**config.mk**
```make
export PLATFORM = sky130hd
export DESIGN_NAME = regfile_wb_arbiter
export DESIGN_NICKNAME = d
export VERILOG_FILES = /design/src/rtl/regfile_wb_pkg.sv /design/src/rtl/regfile_wb_arbiter_rr_arb2.sv /design/src/rtl/regfile_wb_arbiter.sv
export SDC_FILE = /design/constraint.sdc
export NUM_CORES = 1
export LEC_CHECK = 0
export ABC_CLOCK_PERIOD_IN_PS = 2600
export BUFFER_PORTS_ARGS = -buffer_cell sky130_fd_sc_hd__buf_2
export CAP_MARGIN = 20
export CORE_UTILIZATION = 40
export CTS_CLUSTER_DIAMETER = 120
export DETAILED_ROUTE_END_ITERATION = 10
export PLACE_DENSITY = 0.73
export SYNTH_ARGS = -nofsm -noshare
export SYNTH_HDL_FRONTEND = slang
export SYNTH_HIERARCHICAL = 1
export SYNTH_SLANG_ARGS = --single-unit
```
**constraint.sdc**
```tcl
create_clock -name clk -period 2.6 [get_ports clk]
set_clock_uncertainty 0.15 [all_clocks]
set_input_delay 0.52 -clock clk [delete_from_list [all_inputs] [get_ports clk]]
set_output_delay 0.52 -clock clk [all_outputs]
set_load 0.005 [all_outputs]
```
**src/rtl/regfile_wb_pkg.sv**
```systemverilog
// regfile_wb_pkg: shared state, requester ids and width defaults for the register file write-back arbiter
package regfile_wb_pkg;
    typedef enum logic [0:0] {INIT = 1'b0, RUN = 1'b1} state_t;
    localparam logic REQ_ALU = 1'b0;
    localparam logic REQ_MEM = 1'b1;
    localparam int AW_DEF = 5;
    localparam int DW_DEF = 32;
endpackage

```
**src/rtl/regfile_wb_arbiter_rr_arb2.sv**
```systemverilog
// rr_arb2: combinational two-way round-robin arbiter, one-hot grant favouring the requester not granted last
module rr_arb2
    import regfile_wb_pkg::*;
(
    input  logic       valid0,
    input  logic       valid1,
    input  logic       last_grant,
    output logic [1:0] grant
);
    always_comb begin
        grant[0] = valid0 && (!valid1 || last_grant == REQ_MEM);
        grant[1] = valid1 && (!valid0 || last_grant == REQ_ALU);
    end
endmodule

```
**src/rtl/regfile_wb_arbiter.sv**
```systemverilog
// regfile_wb_arbiter: zero-fills the register file after reset, then round-robins ALU/load writes onto its single write port (REGFILE_WB_ZERO_REG_EN suppresses writes to register 0)
module regfile_wb_arbiter
    import regfile_wb_pkg::*;
#(
    parameter int NREGS = 32,
    parameter int AW    = AW_DEF,
    parameter int DW    = DW_DEF,
    parameter int CW    = 16
) (
    input  logic          clk,
    input  logic          rst,
    input  logic          alu_valid,
    output logic          alu_ready,
    input  logic [AW-1:0] alu_rd,
    input  logic [DW-1:0] alu_data,
    input  logic          mem_valid,
    output logic          mem_ready,
    input  logic [AW-1:0] mem_rd,
    input  logic [DW-1:0] mem_data,
    output logic [AW-1:0] a3,
    output logic [DW-1:0] wd3,
    output logic          we3,
    output logic          init_done,
    output logic [CW-1:0] conflict_cnt
);
    state_t        state;
    logic [AW-1:0] cnt;
    logic          last_grant;
    logic [1:0]    grant;
    logic          run;
    logic          xfer;
    logic          wr_ok;
    logic [AW-1:0] win_rd;
    logic [DW-1:0] win_data;
    always_comb begin
        run       = state == RUN;
        alu_ready = run && (!mem_valid || last_grant == REQ_MEM);
        mem_ready = run && (!alu_valid || last_grant == REQ_ALU);
        xfer      = |grant;
        win_rd    = grant[1] ? mem_rd : alu_rd;
        win_data  = grant[1] ? mem_data : alu_data;
    end
`ifdef REGFILE_WB_ZERO_REG_EN
    assign wr_ok = win_rd != '0;
`else
    assign wr_ok = 1'b1;
`endif
    rr_arb2 u_arb (
        .valid0     (run && alu_valid),
        .valid1     (run && mem_valid),
        .last_grant (last_grant),
        .grant      (grant)
    );
    always_ff @(posedge clk) begin
        if (rst) begin
            state        <= INIT;
            cnt          <= '0;
            last_grant   <= REQ_ALU;
            we3          <= 1'b0;
            a3           <= '0;
            wd3          <= '0;
            init_done    <= 1'b0;
            conflict_cnt <= '0;
        end else if (!run) begin
            we3 <= 1'b1;
            a3  <= cnt;
            wd3 <= '0;
            cnt <= cnt + AW'(1);
            if (cnt == AW'(NREGS - 1)) begin
                state     <= RUN;
                init_done <= 1'b1;
            end
        end else begin
            we3 <= xfer && wr_ok;
            if (xfer) begin
                last_grant <= grant[1] ? REQ_MEM : REQ_ALU;
                if (wr_ok) begin
                    a3  <= win_rd;
                    wd3 <= win_data;
                end
            end
            if (alu_valid && mem_valid && !(&conflict_cnt))
                conflict_cnt <= conflict_cnt + CW'(1);
        end
    end
endmodule

```
==> flow_metrics.py, run 1 <==
metrics = {
    "floorplanning": {
        "initial_core_util": 0.421,
        "die-area_um2": 7570,
        "die_h_um": 87.0,
        "core_um2": 6870,
        "row_count": 30,
        "ios": 135,
        "die_x_um": 87.0,
    },
    "hold_path": {
        "worstHoldPathCells": 3,
        "min_path_type": "in2reg",
        "hp-start": "mem_data[2]",
        "holdPathEnd": "wd3[2]",
    },
    "drt": {
        "first_pass_iters": 4,
        "drc_errors": 0,
        "top_layer": "met4",
        "routedWlPerCell_um": 12.8,
        "antenna_left": 0,
        "wl_met2_um": 3450,
        "wirelength_um": 7500,
        "vias": 2964,
        "drtIter0Drc": 87,
        "vias_per_cell": 5.06,
        "wl_met3_um": 642,
        "m1WireLength_um": 3290,
    },
    "cells_and_area": {
        "synthToLayoutAreaGrowth_pct": 35.1,
        "n_antenna_cell": 0,
        "final_cell_mix": "buf_2 (134), nor2_1 (78), dfxtp_1 (62)",
        "drive_gt1_frac": 0.335,
        "fin_cells": 586,
        "final_common_cell": "buf_2",
        "fin_nets": 566,
    },
    "sta": {
        "relSlewSlack": 0.583,
        "rsz0062_at_grt": "false",
        "hold_violations": 0,
        "final-setup-viol-count": 0,
        "final-max-slew-violation-count": 0,
        "setup-tns-final_ps": 0,
        "tightest_slew_ps": 621,
        "fmax_mhz": 467,
        "fin_crit_ps": 2140,
        "post-route-period-util": 0.823,
    },
    "power": {
        "switchingPower_mw": 0.426,
        "clockPowerShare": 0.457,
        "seqPwrFrac": 0.500,
        "peakVddDrop_v": 0.000305,
        "pwr-share-comb": 0.043,
        "internal_power_mw": 1.50,
        "power_density_nw_per_um2": 494,
        "sw_frac_of_total": 0.221,
        "leakagePower_nw": 1.64,
    },
    "critical_path": {
        "crit_required_ps": 2690,
        "crit_slowest_cell": "nor4_2",
        "reg2reg_to": "conflict_cnt[2]",
        "slowest_delay_ps": 500,
        "r2r_slack_ps": 460,
        "reg2reg_from": "conflict_cnt[0]",
        "cp_num_buf_inv": 1,
        "critPathCaptureType": "flop",
        "worst-endpoint-arrival_ps": 2230,
        "path_max_fanout": 7,
        "path_cells": "ha_1 -> nand3_1 -> nor4_2 -> buf_4 -> nor2_1 -> a311oi_1",
        "crit_family": "simple AND/OR/NAND/NOR gates",
        "crit_path_start_kind": "flop",
        "crit_type": "reg2reg",
        "rr_worst_depth": 6,
    },
    "placement": {
        "hpwlAfterDp_um": 5430,
        "place_congestion": 0.845,
        "dp_cells": 570,
        "port_buffers": 134,
    },
    "synthesis": {
        "synthMuxAreaShare": 0.126,
        "synthFlopType": "dfxtp_1",
        "syn_nets": 436,
        "synth.yosys.seq_area_share": 0.430,
        "async_reset_ff_frac": 0,
        "synth_xor_xnor_area_share": 0.00909,
        "yosys_warnings": 6,
        "synth_edf_count": 0,
        "synth-compound-area-share": 0.153,
        "synth-seq-cells": 62,
        "yosys.area_share.adder": 0.0130,
        "syn_area_per_cell_um2": 8.14,
        "synth_cell_types": 38,
        "synth_top_family_by_area": "simple AND/OR/NAND/NOR gates",
        "synthSimpleGateAreaFrac": 0.236,
        "syn_inst": 355,
        "syn-cell-area_um2": 2890,
    },
    "clock_tree": {
        "cts-buffers-inserted": 9,
        "ctsLongestPathBuffers": 2,
        "clock-sinks": 62,
        "clkLatencyLatePin_ps": 330,
        "cts_max_level": 3,
        "clk_pin_slew_ps": 70,
        "cts_tree": "built",
        "cts_setup_buffers": 0,
        "root_buffer": "clkbuf_8",
        "ctsHoldBuffers": 0,
        "cts_resized": 0,
    },
    "grt": {
        "antenna_found_initial": 0,
        "grt_max_degree": 65,
        "overflow": 0,
        "grt_pass1_vias": 2761,
        "grt_first_pass_wirelength_um": 12200,
        "grtUsageTotal": 0.206,
    },
    "outcome": {
        "status": "completed",
    },
    "run": {
        "drv_cap": 0,
    },
}
## cell usage after synthesis (all sizes together) (3+ instances only)
cell    number  area (um^2)
buf          5         21.3
nand4        9         62.6
o211ai       5         37.5
dfxtp       62         1240
clkbuf      17         63.8
nor2b        3         18.8
nor3         4         20.0
nor2        78          293
nand2       21         78.8
mux2i       34          340
or4          6         48.8
o31ai        5         37.5
a21oi       54          270
ha           3         37.5
o21ai       13         65.1
or3          7         43.8
inv          3         11.3
nand3        5         30.0
## state kept, by name, summed over array words and instances, names as in the netlist
| register | cells |
|---|---|
| wd3 | 32 |
| conflict_cnt | 16 |
| a3 | 5 |
| last_grant | 1 |
| init_done | 1 |
| cnt | 5 |
| we3 | 1 |
| run | 1 |
## worst register-to-register path, stage by stage (launching register included)
cell      delay [ps]
dfxtp_1          440
ha_1             250
nand3_1          220
nor4_2           510
buf_4            220
nor2_1            40
a311oi_1         230
## logic make-up (layout without fill, tap and decap cells)
family | Yosys count | in the layout
and+or+nand+nor | 145 | 145
xor gates and xnor gates | 3 | 3
muxes | 36 | 36
buffers and inverters | 25 | 160
AOI/OAI and AO/OA | 81 | 81
DFF | 62 | 62
adders and majority gates | 3 | 3
## per-stage QoR
stage / hold slack [ps] / cell area, um^2 / total power [mW] / util / setup slack, ps
after floorplan: 298 / 2890 / 1.00 / - / 52.8
after detailed placement: 301 / 3690 / 1.07 / 0.538 / 378
after global placement: 289 / 3690 / 1.07 / 0.538 / 439
final: 266 / 3900 / 1.93 / 0.568 / 460
after CTS: 249 / 3900 / 1.95 / 0.568 / 453
after global routing: 254 / 3900 / 2.00 / 0.568 / 237
## power by group through the flow
stage	sequential (mW)	combinational, mW	clock, mW
floorplan	0.984	0.0179	0
detailed placement	0.984	0.0837	0
global route	0.963	0.0930	0.943
global placement	0.984	0.0821	0
CTS	0.962	0.0843	0.901
finish	0.963	0.0836	0.880
## area by class of cell
type	instances	area (um^2)
fill	649	2970
multi-input combinational	268	1570
sequential	62	1240
timing repair buffer	141	748
clock buffer	11	151
tap	96	120
clock inverter	5	57.6
inverter	3	11.3
## worst max-delay path by stage
stage                             endpoint  slack (ps)  cells after the start            start
after floorplan                    wd3[10]          50                     10              run
after global placement    conflict_cnt[15]         440                      5        mem_valid
after detailed placement           wd3[31]         380                      8        alu_valid
after CTS                  conflict_cnt[2]         450                      6  conflict_cnt[0]
after global routing       conflict_cnt[2]         240                      6  conflict_cnt[0]
final                      conflict_cnt[2]         460                      6  conflict_cnt[0]
## metal layers
layer	GRT usage	up-vias
met4	0.0924	0
li1	-	1507
met5	0	-
met1	0.250	1331
met2	0.331	115
met3	0.0692	11
Power figures use the tool's default switching activity.
==> run 2: changes to the inputs <==
Settings changed: ABC_AREA from default to 1, ABC_CLOCK_PERIOD_IN_PS 2600 to 2150, PLACE_DENSITY 0.73 to 0.69.
Clock period 2.6 ns to 2.15 ns, I/O delays scaled along.
==> run 2 against run 1 <==
Effect of this change:
- count of clock-buffer cells in the layout grew 4
- clock power increased by 9.9%
- sequential power is 21% higher
- synthesized cell count rose by 38%
- worst setup slack got worse by 230 ps
- global-route usage is 1.2 points higher
- die area increased by 8.3%
- utilization fell by 1.3 points
- hold slack got worse by 19 ps
- non-clock buffer count grew 2
- critical path type is now reg2out
==> flow_metrics.py, run 2 <==
metrics = {
    "power": {
        "seqPwrFrac": 0.520,
        "internal_power_mw": 1.76,
        "sw_frac_of_total": 0.215,
        "power_density_nw_per_um2": 545,
        "leakagePower_nw": 2.24,
        "peakVddDrop_v": 0.000333,
        "clockPowerShare": 0.432,
        "pwr-share-comb": 0.048,
        "switchingPower_mw": 0.481,
    },
    "critical_path": {
        "critPathCaptureType": "output pin",
        "crit_required_ps": 1570,
        "path_max_fanout": 15,
        "crit_path_start_kind": "flop",
        "crit_type": "reg2out",
        "worst-endpoint-arrival_ps": 1340,
        "rr_worst_depth": 10,
    },
    "hold_path": {
        "worstHoldPathCells": 5,
        "min_path_type": "in2reg",
    },
    "cells_and_area": {
        "synthToLayoutAreaGrowth_pct": 31.2,
        "drive_gt1_frac": 0.272,
        "fin_nets": 703,
        "fin_area_um2": 4110,
        "fin_util": 0.555,
        "n_antenna_cell": 0,
        "fin_cells": 725,
        "biggestRegsByFlops": "wd3 x32, conflict_cnt x16",
        "final_cell_mix": "nand2_1 (174), buf_2 (134), nand3_1 (72)",
        "top_register": "wd3",
        "final_common_cell": "nand2_1",
        "largest_reg_flops": 32,
    },
    "sta": {
        "tightest_slew_ps": 488,
        "rsz0062_at_grt": "false",
        "relSlewSlack": 0.674,
        "post-route-period-util": 0.894,
        "final-max-slew-violation-count": 0,
        "fin_crit_ps": 1920,
        "setup-tns-final_ps": 0,
        "hold_violations": 0,
        "fmax_mhz": 520,
        "setup_ws_ps": 227,
        "final-setup-viol-count": 0,
    },
    "drt": {
        "vias": 3412,
        "drtIter0Drc": 148,
        "first_pass_iters": 4,
        "vias_per_cell": 4.71,
        "antenna_left": 0,
        "drc_errors": 0,
        "wirelength_um": 8560,
        "routedWlPerCell_um": 11.8,
    },
    "synthesis": {
        "synth_area_leaders": "dfxtp_1 (40%), nand2_1 (21%), nand3_1 (11%), inv_1 (7.4%), nor2_1 (4.3%)",
        "yosys.area.top_type": "dfxtp_1",
        "synth_cell_types": 25,
        "syn_inst": 491,
        "synthDominantCellAreaShare": 0.396,
        "async_reset_ff_frac": 0,
        "syn-cell-area_um2": 3130,
        "synth_edf_count": 0,
        "synth-seq-cells": 62,
        "yosys-top-cells-count": "nand2_1 (174), nand3_1 (72), dfxtp_1 (62), inv_1 (62), nor2_1 (36)",
        "syn_area_per_cell_um2": 6.38,
        "syn_nets": 572,
        "synth.most_common_cell": "nand2_1",
        "synth.yosys.seq_area_share": 0.396,
        "synthFlopType": "dfxtp_1",
        "yosys_warnings": 6,
    },
    "run": {
        "drv_cap": 0,
    },
    "grt": {
        "grt_pass1_vias": 3172,
        "grt_max_degree": 34,
        "overflow": 0,
        "antenna_found_initial": 0,
        "grtUsageTotal": 0.218,
        "grt_first_pass_wirelength_um": 14500,
    },
    "floorplanning": {
        "initial_core_util": 0.423,
        "ios": 135,
        "core_um2": 7410,
        "die-area_um2": 8190,
        "row_count": 31,
        "die_x_um": 90.5,
        "die_h_um": 90.5,
    },
    "clock_tree": {
        "cts_setup_buffers": 0,
        "root_buffer": "clkbuf_8",
        "cts_tree": "built",
        "ctsLongestPathBuffers": 2,
        "cts-buffers-inserted": 9,
        "cts_max_level": 3,
        "cts_resized": 0,
        "clkLatencyLatePin_ps": 320,
        "clk_pin_slew_ps": 70,
        "ctsHoldBuffers": 0,
        "clock-sinks": 62,
    },
    "placement": {
        "dp_cells": 710,
        "dp_slack_ps": 6.71,
        "place_congestion": 0.873,
        "placed_cell_area_um2": 3920,
        "hpwlAfterDp_um": 6360,
        "port_buffers": 134,
    },
    "outcome": {
        "status": "completed",
    },
}
==> run 2: cell count changes after synthesis, moves of 6 or more <==
| cell | previous run | this run |
|---|---|---|
| a21oi_1 | 54 | 17 |
| buf_2 | 2 | 8 |
| clkbuf_1 | 17 | 9 |
| inv_1 | 3 | 62 |
| mux2i_1 | 34 | 0 |
| nand2_1 | 21 | 174 |
| nand3_1 | 4 | 72 |
| nor2_1 | 78 | 36 |
| o21ai_0 | 13 | 7 |
| or3_1 | 7 | 0 |
==> run 2: through the flow <==
stage | total power [mW] | hold slack, ps
floorplan | 1.22 | 310
detailed placement | 1.30 | 317
CTS | 2.28 | 226
global placement | 1.30 | 307
global route | 2.35 | 248
finish | 2.24 | 247
==> run 2: power groups by stage <==
| stage | sequential, mW | clock [mW] | combinational, mW |
|---|---|---|---|
| 2_1_floorplan | 1.19 | 0 | 0.0284 |
| 3_3_place_gp | 1.19 | 0 | 0.107 |
| 3_5_place_dp | 1.19 | 0 | 0.108 |
| 4_1_cts | 1.17 | 1.00 | 0.108 |
| 5_1_grt | 1.17 | 1.06 | 0.121 |
| 6_report | 1.17 | 0.967 | 0.108 |
==> run 2: per-layer routing <==
metal | global-route usage | wire, um | vias to the layer above
li1 | - | - | 1786
met1 | 0.259 | 3650 | 1505
met2 | 0.366 | 4120 | 107
met3 | 0.0556 | 607 | 14
met4 | 0.105 | 174 | 0
met5 | 0 | 0 | -
==> run 2: path summary, 6_finish.rpt <==
check / startpoint / endpoint / slack (ps)
max reg2reg: run / a3[4] / 230
min: mem_data[4] / wd3[4] / 250
min reg2reg: init_done / init_done / 330
max: run / mem_ready / 230
==> run 2: final cells by class <==
cell class,count,area (um^2)
sequential,62,1240
fill,722,3300
clock buffer,15,186
multi-input combinational,343,1570
tap,99,124
timing repair buffer,143,754
inverter,63,236
==> run 2: critical path, cell delays in order, from the launching register on <==
cell and delay [ps]:
dfxtp_1 410, inv_1 260, a21oi_1 210, buf_2 140
==> run 2: cell families (layout without fill, tap and decap cells) <==
logic type                 count (synthesis)  count (layout)  synth area share
and+or+nand+nor                          302             302             0.410
xor gates and xnor gates                   6               6            0.0168
adders and majority gates                  3               3            0.0120
DFF                                       62              62             0.396
buffers and inverters                     86             221             0.109
AOI/OAI and AO/OA                         32              32            0.0567
